File: config.mk
export PLATFORM = sky130hd
export DESIGN_NAME = instr_fetch_ctrl
export DESIGN_NICKNAME = d
export VERILOG_FILES = /design/src/rtl/instr_fetch_ctrl.sv
export SDC_FILE = /design/constraint.sdc
export NUM_CORES = 1
export LEC_CHECK = 0
export BUFFER_PORTS_ARGS = -buffer_cell sky130_fd_sc_hd__buf_2
export CAP_MARGIN = 30
export CORE_MARGIN = 2
export CORE_UTILIZATION = 45
export CTS_CLUSTER_DIAMETER = 80
export CTS_CLUSTER_SIZE = 28
export DETAILED_ROUTE_END_ITERATION = 6
export GPL_TIMING_DRIVEN = 0
export PLACE_DENSITY = 0.7
export SYNTH_ARGS = -nofsm -noshare
export SYNTH_HDL_FRONTEND = slang
export SYNTH_SLANG_ARGS = --single-unit
File: constraint.sdc
create_clock -name i_clk -period 2.15 [get_ports i_clk]
set_input_delay 0.3225 -clock i_clk [delete_from_list [all_inputs] [get_ports i_clk]]
set_output_delay 0.3225 -clock i_clk [all_outputs]
set_load 0.02 [all_outputs]
File: src/rtl/instr_fetch_ctrl.sv
// IF-stage fetch sequencer: owns the PC, issues busywait-handshake word fetches,
// and buffers returned words against decode stalls with an output reg + 1-entry skid.
module instr_fetch_ctrl #(
    parameter logic [31:0] RESET_PC = 32'h0000_0000,
    parameter int          MAX_WAIT = 64
) (
    input  logic        i_clk,
    input  logic        i_reset,
    input  logic        i_stall,
    input  logic        i_branch_taken,
    input  logic [31:0] i_branch_target,
    output logic        o_mem_read,
    output logic [31:0] o_mem_address,
    input  logic        i_mem_busywait,
    input  logic [31:0] i_mem_readdata,
    output logic [31:0] o_instr,
    output logic [31:0] o_instr_pc,
    output logic        o_instr_valid,
    output logic        o_fetch_error
);
    localparam int CW = $clog2(MAX_WAIT + 1);

    typedef enum logic [1:0] {S_FETCH, S_WAIT, S_KILL} state_t;
    state_t r_state, w_state_nxt;

    logic [31:0]   r_pc, r_addr, r_instr, r_instr_pc, r_skid, r_skid_pc;
    logic          r_req, r_valid, r_skid_vld, r_err;
    logic [CW-1:0] r_wait_cnt;

    logic [31:0] w_pc_nxt, w_addr_nxt, w_instr_nxt, w_ipc_nxt, w_skid_nxt, w_skid_pc_nxt;
    logic        w_req_nxt, w_valid_nxt, w_skid_vld_nxt;
    logic        w_done, w_hold;
    logic [31:0] w_target;

    assign w_done   = r_req && !i_mem_busywait;
    assign w_hold   = r_req && i_mem_busywait;
    assign w_target = {i_branch_target[31:2], 2'b00};

    always_comb begin
        w_state_nxt    = r_state;
        w_pc_nxt       = r_pc;
        w_req_nxt      = r_req;
        w_addr_nxt     = r_addr;
        w_instr_nxt    = r_instr;
        w_ipc_nxt      = r_instr_pc;
        w_valid_nxt    = r_valid;
        w_skid_nxt     = r_skid;
        w_skid_pc_nxt  = r_skid_pc;
        w_skid_vld_nxt = r_skid_vld;

        if (i_branch_taken) begin
            w_valid_nxt    = 1'b0;
            w_skid_vld_nxt = 1'b0;
            w_pc_nxt       = w_target;
            // A still-busy fetch cannot be withdrawn: keep its address up and drain it in KILL.
            if (w_hold) begin
                w_state_nxt = S_KILL;
            end else begin
                w_state_nxt = S_FETCH;
                w_req_nxt   = 1'b1;
                w_addr_nxt  = w_target;
            end
        end else if (r_state == S_KILL) begin
            if (w_done) begin
                w_state_nxt = S_FETCH;
                w_req_nxt   = 1'b1;
                w_addr_nxt  = r_pc;
            end
        end else begin
            if (w_done) begin
                w_pc_nxt = r_pc + 32'd4;
                if (!r_valid || !i_stall) begin
                    w_instr_nxt = i_mem_readdata;
                    w_ipc_nxt   = r_addr;
                    w_valid_nxt = 1'b1;
                end else begin
                    w_skid_nxt     = i_mem_readdata;
                    w_skid_pc_nxt  = r_addr;
                    w_skid_vld_nxt = 1'b1;
                end
            end else if (!i_stall) begin
                w_valid_nxt = r_skid_vld;
                if (r_skid_vld) begin
                    w_instr_nxt    = r_skid;
                    w_ipc_nxt      = r_skid_pc;
                    w_skid_vld_nxt = 1'b0;
                end
            end
            if (w_hold) begin
                w_state_nxt = S_WAIT;
            end else begin
                // Request is registered, so one fetch may land during a stall; the skid absorbs it.
                w_state_nxt = S_FETCH;
                w_req_nxt   = !w_skid_vld_nxt && (!w_valid_nxt || !i_stall);
                w_addr_nxt  = w_pc_nxt;
            end
        end
    end

    always_ff @(posedge i_clk) begin
        if (i_reset) begin
            r_state    <= S_FETCH;
            r_pc       <= RESET_PC;
            r_req      <= 1'b0;
            r_addr     <= '0;
            r_instr    <= '0;
            r_instr_pc <= '0;
            r_valid    <= 1'b0;
            r_skid     <= '0;
            r_skid_pc  <= '0;
            r_skid_vld <= 1'b0;
            r_wait_cnt <= '0;
            r_err      <= 1'b0;
        end else begin
            r_state    <= w_state_nxt;
            r_pc       <= w_pc_nxt;
            r_req      <= w_req_nxt;
            r_addr     <= w_addr_nxt;
            r_instr    <= w_instr_nxt;
            r_instr_pc <= w_ipc_nxt;
            r_valid    <= w_valid_nxt;
            r_skid     <= w_skid_nxt;
            r_skid_pc  <= w_skid_pc_nxt;
            r_skid_vld <= w_skid_vld_nxt;
            if (w_done) begin
                r_wait_cnt <= '0;
            end else if (w_hold && r_wait_cnt != CW'(MAX_WAIT)) begin
                r_wait_cnt <= r_wait_cnt + CW'(1);
                if (r_wait_cnt == CW'(MAX_WAIT - 1)) r_err <= 1'b1;
            end
        end
    end

    assign o_mem_read    = r_req;
    assign o_mem_address = r_addr;
    assign o_instr       = r_instr;
    assign o_instr_pc    = r_instr_pc;
    assign o_instr_valid = r_valid;
    assign o_fetch_error = r_err;
endmodule

==> flow_summary.yaml <==
cells_and_area:
  syn_to_final_growth_pct: 22.9
  multiInputGateArea_um2: 4200
  antenna_cells: 0
  drive_gt1_frac: 0.225
  layout_common_cells: "nand2_1 (276), dfxtp_1 (187), buf_2 (164)"
  layout_commonest_cell: "nand2_1"
  fillers: 1732
  nNetsFinal: 1330
  regArea_um2: 3960
die:
  core_um2: 18500
  row_count: 50
  io_pins: 168
  die_y_um: 141
  die_x_um: 141
  start_util: 0.455
  dieArea_um2: 19800
timing:
  worst_slack_ns: -0.000408
  finalHoldViolCount: 0
  drv_slew: 0
  setup_tns_ns: -0.000408
  period_minus_slack_ns: 2.15
  skew_ns: 0.0106
  rsz0062_at_grt: "yes"
  tightest_slew_ns: 0.767
  hold_ws_ns: 0.123
  finalCritPeriodShare: 1.00
  max_freq_ghz: 0.465
  slew_headroom: 0.488
  setup_violations: 1
setup_path:
  crit_start: "r_pc[17]"
  required_ns: 2.50
  r2r_cells: 5
  path_delay_family: "simple AND/OR/NAND/NOR gates"
  worst-r2r-setup-slack_ns: -0.0004
  path_depth: 5
  cp.buffers_inverters: 0
  startpoint_type: "flip-flop"
  critPathKind: "reg2reg"
  cpMostUsedCell: "or3_4"
  path_cells: "nand4_1 -> or4_4 -> or3_4 -> or3_4 -> a311oi_2"
  endpoint: "r_pc[31]"
  cp_data_arrival_time_ns: 2.50
  crit_path_top_delay_cell: "or4_4"
  r2r_end: "r_pc[31]"
  endpoint_kind: "flip-flop"
  r2r_start: "r_pc[17]"
  path_max_fanout: 5
  critical-path-max-stage-delay_ns: 0.53
clock_network:
  numCtsBuffers: 17
  clockRootBuffer: "clkbuf_16"
  htreeDepth: 4
  cts_max_path_buffers: 2
  insertion_delay_ns: 0.44
  cts_tree: "built"
  clock_sinks: 197
  clk_pin_slew_ns: 0.08
power_and_ir_drop:
  power_density_nw_per_um2: 777
  peakVddDrop_uv: 590
  p_leak_nw: 3.85
yosys:
  synthArstFlopShare: 0
  postSynthAreaPerCell_um2: 7.87
  synth_cells: 1071
  yosys.area.top_type: "dfxtp_1"
  ys_seq_elements: 197
  yosysWarnings: 0
  yosysSeqAreaShare: 0.468
  synth_edf_count: 0
  synthTopCellsByArea: "dfxtp_1 (47%), nand2_1 (12%), a311oi_1 (6.7%), a21oi_1 (5.2%), nor2_1 (4.6%)"
  synth.distinct_cells: 50
  netlist_area_um2: 8420
  yosys.area.top_type_share: 0.468
  ys.flop_type: "dfxtp_1"
status:
  violations: "negative setup slack"
  outcome: "finished, violations left"
global_routing:
  grt_pass1_wl_mm: 40.8
  grt_util_met2: 0.406
  track_usage: 0.259
  busiest_layer: "met2"
  grt_max_degree: 20
  grt_util_met3: 0.0584
  grt_pass1_vias: 7648
  antenna_found_initial: 0
  grt.overflow.total: 0
  grt_util_met1: 0.359
detailed_routing:
  via_per_inst: 5.59
  drtPass1Iterations: 5
  antenna_left: 0
  vias: 8408
  drt_iter0_markers: 646
  wl_per_cell_um: 17.3
  drc: 0
  wl_mm: 26.1
flow_run:
  max_cap_violations: 0
place:
  hpwl_mm: 19.0
  routabilityCongestion: 0.908
  port_buffers: 158
hold_path:
  hold_class: "in2reg"
==> state kept, by name, summed over array words and instances (netlist names), 2 cells and up <==
signal and flops:
r_state 2, r_wait_cnt 7, o_instr 32, r_skid_pc 30, o_instr_pc 30, r_pc 30, r_skid 32, o_mem_address 30
==> routing by layer <==
layer | up-vias | wire, um
met5 | - | 0
met4 | 0 | 576
met3 | 52 | 2230
met2 | 332 | 11800
met1 | 3906 | 11500
li1 | 4118 | -
==> cell families (layout without fill, tap and decap cells) <==
logic type | after synthesis | in the layout | synth area share
and+or+nand+nor | 517 | 517 | 0.268
DFF | 197 | 197 | 0.468
other | 1 | 4 | 0.000445
buffers and inverters | 101 | 298 | 0.0472
muxes | 9 | 9 | 0.0111
xor gates and xnor gates | 15 | 15 | 0.0156
adders and majority gates | 3 | 3 | 0.00446
AOI/OAI and AO/OA | 228 | 228 | 0.185
==> worst min-delay path: cells and delay by family <==
kind | cells | cell delay, ns
AOI/OAI and AO/OA | 1 | 0.05
buffers and inverters | 1 | 0.10
and+or+nand+nor | 1 | 0.05
==> timing repair <==
item | 4_1_cts | 5_1_grt
resized for setup | 43 | 60
endpoints found under the setup margin | 172 | 162
buffers inserted | 5 | 2
endpoints found under the hold margin | 0 | 0
hold buffers | 0 | 0
cloned | 0 | 0
pin swaps | 3 | 6
==> through the flow <==
step / std cells / utilization / area (um2) / setup slack (ns) / power, mW
6_report: 1505 / 0.559 / 10400 / -0.000408 / 8.04
5_1_grt: 1505 / 0.559 / 10400 / -0.130 / 8.31
4_1_cts: 1504 / 0.552 / 10200 / 0.00256 / 8.03
3_5_place_dp: 1468 / 0.515 / 9540 / -0.676 / 4.99
3_3_place_gp: 1466 / 0.514 / 9530 / -0.653 / 4.98
2_1_floorplan: 1074 / - / 8440 / 0.0334 / 4.58
==> power by group <==
part	total, mW	switching, mW	internal [mW]	leakage [nW]
Combinational	0.985	0.646	0.339	1.96
Clock	3.09	1.55	1.54	0.275
Sequential	3.97	0.165	3.80	1.61
Total	8.04	2.36	5.68	3.85
==> area by class of cell <==
cell class / count / share of cell area
Buffer: 89 / 0.0419
Clock buffer: 18 / 0.0414
Clock inverter: 14 / 0.0132
Inverter: 10 / 0.00362
Multi-Input combinational cell: 776 / 0.405
Sequential cell: 197 / 0.383
Tap cell: 234 / 0.0283
Timing Repair Buffer: 167 / 0.0836
==> cells in the mapped netlist (3+ instances only) <==
master,count
dfxtp_1,197
a211oi_1,5
a311oi_1,64
nor3_1,28
a31o_2,5
or3_1,5
inv_1,10
nor4_1,15
o31ai_1,6
nor2b_1,5
a31oi_1,7
o31a_1,7
nand4_1,16
o21ai_0,19
xor2_1,3
o21a_1,4
mux2i_1,6
ha_1,3
and3_1,9
buf_1,7
buf_4,4
nor4_2,3
o211a_1,4
nand3_1,33
buf_2,3
and4_1,3
nand2b_1,8
xnor2_1,12
o211ai_1,4
mux2_2,3
or2_2,3
o41ai_1,9
nor2_1,104
a21oi_1,87
nand2_1,276
clkbuf_1,77
==> worst min path at each step <==
stage                             startpoint       endpoint  slack (ns)  cells past startpoint
after global placement         o_fetch_error  o_fetch_error        0.43                      2
final                     i_mem_readdata[14]     r_skid[14]        0.12                      3
after CTS                 i_mem_readdata[14]     r_skid[14]        0.12                      3
after floorplan                    r_skid[0]      r_skid[0]        0.44                      2
after detailed placement       o_fetch_error  o_fetch_error        0.44                      2
after global routing      i_mem_readdata[18]     r_skid[18]        0.13                      3
Note: power is estimated with default switching activity, not from simulation.
